**src/rtl/matrix_pkg.sv**
```systemverilog
`default_nettype none
// ============================================================================
// Module   : matrix_pkg
// Purpose  : Shared constants and types for the matrix stream loader:
//            element width, largest dimension, row strides of the input and
//            kernel buses, dimension-header field positions and the loader
//            state encoding.
// Revision : 1.0 - initial release
// ============================================================================
package matrix_pkg;

    localparam int PKG_ELEM_W    = 8;
    localparam int PKG_MAX_DIM   = 5;
    localparam int IN_STRIDE     = 5;   // row stride of the input-matrix bus
    localparam int KERNEL_STRIDE = 3;   // row stride of the kernel bus

    // Header byte layout: m in [6:4], n in [2:0]; bits 7 and 3 are don't-care.
    localparam int DIM_W     = 3;
    localparam int HDR_M_LSB = 4;
    localparam int HDR_N_LSB = 0;

    typedef enum logic [2:0] {
        ST_IDLE   = 3'd0,
        ST_HEADER = 3'd1,
        ST_LOAD   = 3'd2,
        ST_DONE   = 3'd3,
        ST_ERROR  = 3'd4
    } loader_state_t;

endpackage
`default_nettype wire

```
**src/rtl/matrix_index_counter.sv**
```systemverilog
`default_nettype none
// ============================================================================
// Module   : matrix_index_counter
// Purpose  : Row/column position tracker for a row-major m x n load. The
//            column wraps to 0 (and the row advances) after column n-1.
//            last flags that the current position is the final element.
// Ports    : clk, reset  - clock, synchronous active-high reset
//            clear       - return to (0,0)
//            advance     - step to the next element
//            m, n        - loaded dimensions
//            row, col    - current position
//            last        - current position is (m-1, n-1)
// Revision : 1.0 - initial release
// ============================================================================
module matrix_index_counter
    import matrix_pkg::*;
#(
    parameter int DIM_BITS = DIM_W
) (
    input  logic                clk,
    input  logic                reset,
    input  logic                clear,
    input  logic                advance,
    input  logic [DIM_BITS-1:0] m,
    input  logic [DIM_BITS-1:0] n,
    output logic [DIM_BITS-1:0] row,
    output logic [DIM_BITS-1:0] col,
    output logic                last
);

    logic [DIM_BITS-1:0] r_row;
    logic [DIM_BITS-1:0] r_col;
    logic                w_col_wrap;

    assign w_col_wrap = (r_col == n - DIM_BITS'(1));

    always_ff @(posedge clk) begin
        if (reset || clear) begin
            r_row <= '0;
            r_col <= '0;
        end else if (advance) begin
            if (w_col_wrap) begin
                r_col <= '0;
                r_row <= r_row + DIM_BITS'(1);
            end else begin
                r_col <= r_col + DIM_BITS'(1);
            end
        end
    end

    assign row  = r_row;
    assign col  = r_col;
    assign last = (r_row == m - DIM_BITS'(1)) && w_col_wrap;

endmodule
`default_nettype wire

```
**src/rtl/matrix_stream_loader.sv**
```systemverilog
`default_nettype none
// ============================================================================
// Module   : matrix_stream_loader
// Purpose  : Accepts a valid/ready byte stream made of one dimension header
//            (m in [6:4], n in [2:0]) followed by m*n row-major elements, and
//            packs them into a flat ROW_STRIDE x ROW_STRIDE matrix bus with
//            element (r,c) at bits [(r*ROW_STRIDE+c)*ELEM_W +: ELEM_W].
// Ports    : clk, reset   - clock, synchronous active-high reset
//            start        - begin a new load (clears matrix/count/error)
//            s_data/s_valid/s_ready - input stream handshake
//            mat_m, mat_n - loaded dimensions
//            matrix_out   - packed matrix, zero outside m x n
//            busy         - in HEADER or LOAD
//            done         - one-cycle pulse after the last element
//            error        - bad header (or idle timeout), held until start
//            elem_count   - elements accepted in the current load
// Options  : LOADER_TIMEOUT_EN - when defined, TIMEOUT_CYCLES idle cycles in
//            HEADER/LOAD without a transfer force the ERROR state.
// Revision : 1.0 - initial release
// ============================================================================
module matrix_stream_loader
    import matrix_pkg::*;
#(
    parameter int MAX_DIM        = PKG_MAX_DIM,
    parameter int ROW_STRIDE     = IN_STRIDE,
    parameter int ELEM_W         = PKG_ELEM_W,
    parameter int TIMEOUT_CYCLES = 1000
) (
    input  logic                                   clk,
    input  logic                                   reset,
    input  logic                                   start,
    input  logic [ELEM_W-1:0]                      s_data,
    input  logic                                   s_valid,
    output logic                                   s_ready,
    output logic [2:0]                             mat_m,
    output logic [2:0]                             mat_n,
    output logic [ROW_STRIDE*ROW_STRIDE*ELEM_W-1:0] matrix_out,
    output logic                                   busy,
    output logic                                   done,
    output logic                                   error,
    output logic [4:0]                             elem_count
);

    localparam int c_num_elem = ROW_STRIDE * ROW_STRIDE;
    localparam int c_idx_w    = $clog2(c_num_elem);
    localparam logic [DIM_W-1:0] c_max_dim = DIM_W'(MAX_DIM);

    loader_state_t r_state;
    loader_state_t w_state_next;

    logic [ROW_STRIDE*ROW_STRIDE*ELEM_W-1:0] r_matrix;
    logic [DIM_W-1:0]   r_mat_m;
    logic [DIM_W-1:0]   r_mat_n;
    logic [4:0]         r_elem_count;

    logic [DIM_W-1:0]   w_hdr_m;
    logic [DIM_W-1:0]   w_hdr_n;
    logic               w_hdr_ok;
    logic               w_busy;
    logic               w_xfer;
    logic               w_hdr_acc;
    logic               w_elem_acc;
    logic [DIM_W-1:0]   w_row;
    logic [DIM_W-1:0]   w_col;
    logic               w_last;
    logic [c_idx_w-1:0] w_idx;
    logic               w_timeout;

    // ------------------------------------------------------------------
    // Handshake decode. start wins over a transfer in the same cycle, so
    // a byte presented alongside start is dropped.
    // ------------------------------------------------------------------
    assign w_busy     = (r_state == ST_HEADER) || (r_state == ST_LOAD);
    assign w_xfer     = s_valid && w_busy && !start;
    assign w_hdr_m    = s_data[HDR_M_LSB +: DIM_W];
    assign w_hdr_n    = s_data[HDR_N_LSB +: DIM_W];
    assign w_hdr_ok   = (w_hdr_m != '0) && (w_hdr_m <= c_max_dim) &&
                        (w_hdr_n != '0) && (w_hdr_n <= c_max_dim);
    assign w_hdr_acc  = w_xfer && (r_state == ST_HEADER) && w_hdr_ok;
    assign w_elem_acc = w_xfer && (r_state == ST_LOAD);

    matrix_index_counter #(
        .DIM_BITS (DIM_W)
    ) u_index (
        .clk     (clk),
        .reset   (reset),
        .clear   (start || w_hdr_acc),
        .advance (w_elem_acc),
        .m       (r_mat_m),
        .n       (r_mat_n),
        .row     (w_row),
        .col     (w_col),
        .last    (w_last)
    );

    assign w_idx = c_idx_w'(w_row) * c_idx_w'(ROW_STRIDE) + c_idx_w'(w_col);

`ifdef LOADER_TIMEOUT_EN
    // Idle-gap counter: number of consecutive HEADER/LOAD cycles without a
    // transfer. The cycle that would make it reach TIMEOUT_CYCLES exits.
    localparam int c_gap_w = $clog2(TIMEOUT_CYCLES + 1);
    logic [c_gap_w-1:0] r_gap;

    always_ff @(posedge clk) begin
        if (reset || start || w_xfer || !w_busy) begin
            r_gap <= '0;
        end else begin
            r_gap <= r_gap + c_gap_w'(1);
        end
    end

    assign w_timeout = w_busy && !w_xfer && !start &&
                       (r_gap == c_gap_w'(TIMEOUT_CYCLES - 1));
`else
    assign w_timeout = 1'b0;
`endif

    // ------------------------------------------------------------------
    // Control FSM
    // ------------------------------------------------------------------
    always_ff @(posedge clk) begin
        if (reset) begin
            r_state <= ST_IDLE;
        end else begin
            r_state <= w_state_next;
        end
    end

    always_comb begin
        w_state_next = r_state;
        if (start) begin
            w_state_next = ST_HEADER;
        end else begin
            case (r_state)
                ST_IDLE:   w_state_next = ST_IDLE;
                ST_HEADER: begin
                    if (w_timeout) begin
                        w_state_next = ST_ERROR;
                    end else if (w_xfer) begin
                        w_state_next = w_hdr_ok ? ST_LOAD : ST_ERROR;
                    end
                end
                ST_LOAD: begin
                    if (w_timeout) begin
                        w_state_next = ST_ERROR;
                    end else if (w_elem_acc && w_last) begin
                        w_state_next = ST_DONE;
                    end
                end
                ST_DONE:   w_state_next = ST_IDLE;
                ST_ERROR:  w_state_next = ST_ERROR;
                default:   w_state_next = ST_IDLE;
            endcase
        end
    end

    // ------------------------------------------------------------------
    // Datapath: dimensions, packed matrix and element count
    // ------------------------------------------------------------------
    always_ff @(posedge clk) begin
        if (reset || start) begin
            r_matrix     <= '0;
            r_mat_m      <= '0;
            r_mat_n      <= '0;
            r_elem_count <= '0;
        end else begin
            if (w_hdr_acc) begin
                r_mat_m <= w_hdr_m;
                r_mat_n <= w_hdr_n;
            end
            if (w_elem_acc) begin
                for (int e = 0; e < c_num_elem; e++) begin
                    if (w_idx == c_idx_w'(e)) begin
                        r_matrix[e*ELEM_W +: ELEM_W] <= s_data;
                    end
                end
                r_elem_count <= r_elem_count + 5'd1;
            end
        end
    end

    assign s_ready    = w_busy;
    assign busy       = w_busy;
    assign done       = (r_state == ST_DONE);
    assign error      = (r_state == ST_ERROR);
    assign mat_m      = r_mat_m;
    assign mat_n      = r_mat_n;
    assign matrix_out = r_matrix;
    assign elem_count = r_elem_count;

endmodule
`default_nettype wire
```
**config.mk**
```make
export PLATFORM = sky130hd
export DESIGN_NAME = matrix_stream_loader
export DESIGN_NICKNAME = d
export VERILOG_FILES = /design/src/rtl/matrix_pkg.sv /design/src/rtl/matrix_index_counter.sv /design/src/rtl/matrix_stream_loader.sv
export SDC_FILE = /design/constraint.sdc
export NUM_CORES = 1
export LEC_CHECK = 0
export BUFFER_PORTS_ARGS = -buffer_cell sky130_fd_sc_hd__buf_4
export CORE_MARGIN = 2
export CORE_UTILIZATION = 55
export CTS_BUF_LIST = sky130_fd_sc_hd__clkbuf_4 sky130_fd_sc_hd__clkbuf_8
export DETAILED_ROUTE_END_ITERATION = 12
export PLACE_DENSITY_LB_ADDON = 0.25
export SKIP_LAST_GASP = 1
export SYNTH_ARGS = -nofsm -noshare
export SYNTH_HDL_FRONTEND = slang
export SYNTH_SLANG_ARGS = --single-unit
```
**constraint.sdc**
```tcl
create_clock -name clk -period 3.6 [get_ports clk]
set_input_delay 0.18 -clock clk [delete_from_list [all_inputs] [get_ports clk]]
set_output_delay 0.18 -clock clk [all_outputs]
set_load 0.005 [all_outputs]
```
* Word-level counts from Yosys, hierarchy flattened
Index checks and enable logic that the tools add are counted.
** Storage, ports and cells
- Bits in registers :: 220
- Bits of input ports :: 12
- Output and inout bits :: 215
** Operators by class
- Add/sub/neg operators :: 6
- Multiply operators :: 1
- $lt $le $gt $ge :: 2
- Eq/ne operators :: 34
- Multiplexer cells :: 6
- Reduce and logical (&&, ||, !) cells :: 47
** Operator list (number)
- $reduce_and 2->1 :: 28
- $eq 5x5->1 const B :: 9
- $eq 5x4->1 const B :: 8
- $eq 5x3->1 const B :: 4
- $mux 3 :: 4
- $eq 5x2->1 const B :: 2
- $logic_and 1x1->1 :: 10
- $pmux 3 s3 :: 1
- $add 3x1->3 const B :: 2
- $eq 3x2->1 const B :: 2
- $eq 3x3->1 :: 2
- $le 3x3->1 const B :: 2
- $reduce_bool 3->1 :: 2
- $sub 3x1->3 const B :: 2
- $add 5x1->5 const B :: 1
- $add 5x3->5 :: 1
- $eq 5x1->1 const B :: 1
- $logic_not 5->1 :: 1
- $mul 3x3->5 const B :: 1
- $logic_or 1x1->1 :: 4
- $eq 3x1->1 const B :: 1
- $eq 3x3->1 const B :: 1
- $ne 3x2->1 const B :: 1
- $ne 3x3->1 const B :: 1
- other kinds (5) :: 5

* Longest topological paths before layout
- Depth after elaboration :: 9
- Mapped depth :: 9
- Mapped depth without buffers :: 7

* Hierarchy
Synthesis repeated with hierarchy kept, for this count alone.
** Second synthesis, totals
- Cell total of the unflattened synthesis :: 900
- Area, all modules :: 8722.1 µm²
** Modules (own cells, without submodules)
- matrix_stream_loader :: times used 1, cells each 854, area an instance 8291.7 µm², sequential area each 4284.1 µm²
- matrix_index_counter :: times used 1, cells each 46, area an instance 430.4 µm², sequential area each 120.1 µm²

* Worst setup path before layout
Ideal clock, no wire load.
- Path type :: flip-flop to flip-flop
- Start point :: reg u_index.r_row[0], in the netlist u_index.row[0]
- End point :: reg r_matrix[16], in the netlist matrix_out[16]
- Library setup time :: 132 ps
- Arrival time :: 2688 ps
- Required time :: 3468 ps
- Setup slack :: 780 ps
- Stages on the path, launching flop included :: 8
- Period minus slack after synthesis :: 2820 ps
- Cells stage by stage :: dfxtp_1 > ha_1 > ha_1 > fa_1 > xor2_1 > nor2_1 > nand4_2 > mux2i_1
** On the way
- Cells in the longest elaborated chain, start to end :: 4
** RTL lines
- start, declared :: RTL line matrix_index_counter.sv:31 : logic [DIM_BITS-1:0] r_row;
- start signal, assigned :: RTL line matrix_index_counter.sv:44 : r_row <= r_row + DIM_BITS'(1);
- $mul 3x3->5 :: RTL line matrix_stream_loader.sv:96 : assign w_idx = c_idx_w'(w_row) * c_idx_w'(ROW_STRIDE) + c_idx_w'(w_col);
- $add 5x3->5 :: RTL line matrix_stream_loader.sv:96
- $eq 5x2->1 :: RTL line matrix_stream_loader.sv:173 : if (w_idx == c_idx_w'(e)) begin
- $reduce_and 2->1 (no source line)
- end signal, assigned by index :: RTL line matrix_stream_loader.sv:174 : r_matrix[e*ELEM_W +: ELEM_W] <= s_data;
- end, declared :: RTL line matrix_stream_loader.sv:51 : logic [ROW_STRIDE*ROW_STRIDE*ELEM_W-1:0] r_matrix;
No other way between the ends.
A chain may end at the register's enable or synchronous reset.

* Final worst setup path
- Start point :: reg u_index.r_row[2], in the netlist u_index.row[2]
- End point :: reg r_matrix[160], in the netlist matrix_out[160]
** On the way
- Cells in the longest elaborated chain, start to end :: 4
** RTL lines (RTL line)
- $mul 3x3->5 :: matrix_stream_loader.sv:96
- $add 5x3->5 :: matrix_stream_loader.sv:96
- $eq 5x5->1 :: matrix_stream_loader.sv:173
- $reduce_and 2->1 (no source line)
No other way between the ends.

==> key figures <==
Run status
  • Run status: finished clean

Critical path
  • R2r startpoint: u_index.row[2]$_SDFFE_PP0P_
  • Crit path kind: flip-flop to flip-flop
  • WP data arrival: 3.55 ns
  • CP max FO: 9
  • R2R depth: 7
  • CP required: 4.01 ns
  • Reg2reg setup slack: 0.46 ns
  • Worst Setup End Kind: flip-flop
  • Worst setup SP type: flip-flop
  • R2R Path End: matrix_out[160]$_SDFFE_PP0P_

Drt
  • Post-DRT Antenna Nets: 0
  • Vias/cell: 5.29
  • Vias: 6915
  • Detailed Route WL: 23.1 mm
  • First-pass iteration count of the detailed router: 4
  • Routed len/inst: 17.7 µm
  • Residual DRC count: 0
  • Initial DRC Count: 315

STA
  • Final setup violation count: 0
  • Slew headroom: 0.232
  • Fmax: 318 MHz
  • RSZ-0062 raised after global routing: false
  • Worst-margin pin slew: 1.15 ns
  • Crit share post-route: 0.873
  • Hold Fails Final Rpt: 0
  • Setup TNS: 0 ns
  • Fin Clk Skew: 0.0201 ns
  • Minimum clock period: 3.14 ns
  • Slew Viols, Final: 0

Clocking
  • # Post-CTS Setup Buffers: 0
  • CTS H-tree lvls: 2
  • Clock root cell: clkbuf_8
  • Clock transition at path regs: 0.06 ns
  • CTS resizes: 0
  • Num Clock Sinks: 220
  • Clock Latency Late Sink: 0.51 ns
  • CTS tree: built
  • Hold Buf Count CTS: 8
  • Clock buffer depth: 3
  • CTS Buf Count: 36

Die
  • Die Span Y: 130 µm
  • Die span in x: 130 µm
  • Die footprint: 0.0168 mm²
  • Core area: 0.0153 mm²
  • Initial Utilization: 0.566
  • Row cnt: 45
  • IO Count: 227

Yosys
  • Top cells by area, synth: dfxtp_1 51%, mux2i_1 23%, nand2_1 9.1%
  • Top-area cell type share of the netlist area: 0.508
  • Syn_nets: 865
  • Seq/Total Area, Yosys: 0.508
  • Cell Area, Synth: 0.00866 mm²
  • Top-count cell post-synth: dfxtp_1
  • Cell taking the most area after synthesis: dfxtp_1
  • Number of flops mapped to enable cells by yosys: 0
  • Yosys cell types: 41
  • Synth Register Bits: 220
  • Yosys warns: 0
  • Top_reg_cell synth: dfxtp_1
  • Asr flop ratio synth: 0
  • Post-synth top cells: 220 x dfxtp_1, 211 x nand2_1, 201 x mux2i_1, 44 x clkbuf_1, 15 x nor2_1
  • Cells after synthesis: 839
  • Avg Synthesized Cell Area: 10.3 µm²

GRT
  • Global-route wire length before repair: 35.8 mm
  • Initial antenna violation count: 0
  • Grt ovf: 0
  • GRT Util Overall: 0.272
  • Number of global-route vias before repair: 6798
  • Pin count of the biggest net entering global routing: 90

Placed design
  • IO buf count: 226
  • GPL Wtd Cong: 0.848
  • Detailed Place HPWL: 15.3 mm

Hold path
  • Hold crit path type: input pin to flip-flop
  • Hold EP: mat_m[1]$_SDFFE_PP0P_
  • Hold Path Depth: 3
  • Min-delay src: start

Final layout
  • Multi-input logic area: 0.00402 mm²
  • N_diodes: 0
  • Fillcell total: 1128
  • Post-Route Utilization: 0.743
  • Net count, final: 1099
  • Sequential Area: 0.00440 mm²
  • Share of post-route cells with drive strength above 1: 0.301
  • Area Growth Syn to Fin: 31.3%

Flow run
  • # Max-Cap Violations: 0

Power
  • Pwr Density: 427 mW/mm²
  • Max VDD drop: 0.428 mV
  • P_leak: 6.21 nW
[metrics by stage]
stage | instances | power (mW) | instance area, µm² | hold slack [ns] | setup WS [ns]
floorplan | 839 | 2.57 | 8660 | 0.252 | 0.780
global placement | 1238 | 2.62 | 10500 | 0.390 | 0.516
detailed placement | 1238 | 2.62 | 10500 | 0.392 | 0.481
CTS | 1306 | 4.88 | 11400 | 0.155 | 0.474
global route | 1306 | 5.02 | 11400 | 0.187 | 0.240
finish | 1306 | 4.85 | 11400 | 0.192 | 0.456
[sequential cells by signal (all words and copies together), names as in the netlist]
| name | cells |
|---|---|
| mat_n | 3 |
| u_index.row | 3 |
| r_state | 3 |
| elem_count | 5 |
| u_index.col | 3 |
| matrix_out | 200 |
| mat_m | 3 |
[how the worst max path moves through the flow]
stage / startpoint / endpoint / slack, ns / depth (start not counted)
after detailed placement: u_index.row[2]$_SDFFE_PP0P_ / matrix_out[160]$_SDFFE_PP0P_ / 0.48 / 7
after CTS: u_index.row[2]$_SDFFE_PP0P_ / matrix_out[160]$_SDFFE_PP0P_ / 0.47 / 7
final: u_index.row[2]$_SDFFE_PP0P_ / matrix_out[160]$_SDFFE_PP0P_ / 0.46 / 7
after global routing: u_index.row[0]$_SDFFE_PP0P_ / matrix_out[160]$_SDFFE_PP0P_ / 0.24 / 7
after floorplan: u_index.row[0]$_SDFFE_PP0P_ / matrix_out[16]$_SDFFE_PP0P_ / 0.78 / 7
after global placement: u_index.row[2]$_SDFFE_PP0P_ / matrix_out[160]$_SDFFE_PP0P_ / 0.52 / 7
[worst max-delay path, cell delays in order (launching register included)]
cell and delay, ns:
dfxtp_1 0.43, ha_1 0.27, ha_1 0.32, ha_1 0.29, nand3_1 0.11, a21oi_1 0.86, o211a_1 0.55, mux2i_1 0.22
[routing by layer]
metal / routed length [µm] / vias up / track usage
met5: 0 / - / 0
met4: 600 / 0 / 0.104
met3: 1490 / 36 / 0.0661
met2: 11000 / 230 / 0.447
met1: 10100 / 3322 / 0.349
li1: - / 3327 / -
[final cells by class]
type / instances / share of cell area
flip-flops and latches: 220 / 0.387
multi-input cells: 558 / 0.354
repair buffers: 249 / 0.166
clock inverters: 4 / 0.00451
inverters: 8 / 0.00264
well taps: 211 / 0.0232
clock buffers: 56 / 0.0628
[layout by cell type, fill, tap and decap left out, types with 9 or more instances in the layout]
cell / netlist / final
nand2_1: 211 / 211
a21oi_1: 14 / 14
clkbuf_8: 0 / 47
nor2_1: 15 / 14
dfxtp_1: 220 / 220
nand3_1: 13 / 13
nand4_2: 13 / 13
mux2i_1: 201 / 201
nor3_1: 11 / 11
buf_4: 3 / 241
xor2_1: 11 / 11
clkbuf_4: 0 / 9
ha_1: 13 / 13
[cells by family after synthesis]
| family | share of synthesized area |
|---|---|
| fa+ha+maj | 0.0211 |
| buf+inv | 0.0283 |
| xor+xnor | 0.0199 |
| mux | 0.232 |
| flops | 0.508 |
| simple gates | 0.158 |
| compound gates | 0.0318 |
[power breakdown]
part           switching [mW]  internal [mW]  total [mW]  leakage [nW]
Clock                   0.948           1.33        2.28         0.402
Sequential            0.00197           2.44        2.44          1.77
Combinational           0.100         0.0349       0.135          4.04
Power figures use the tool's default switching activity.
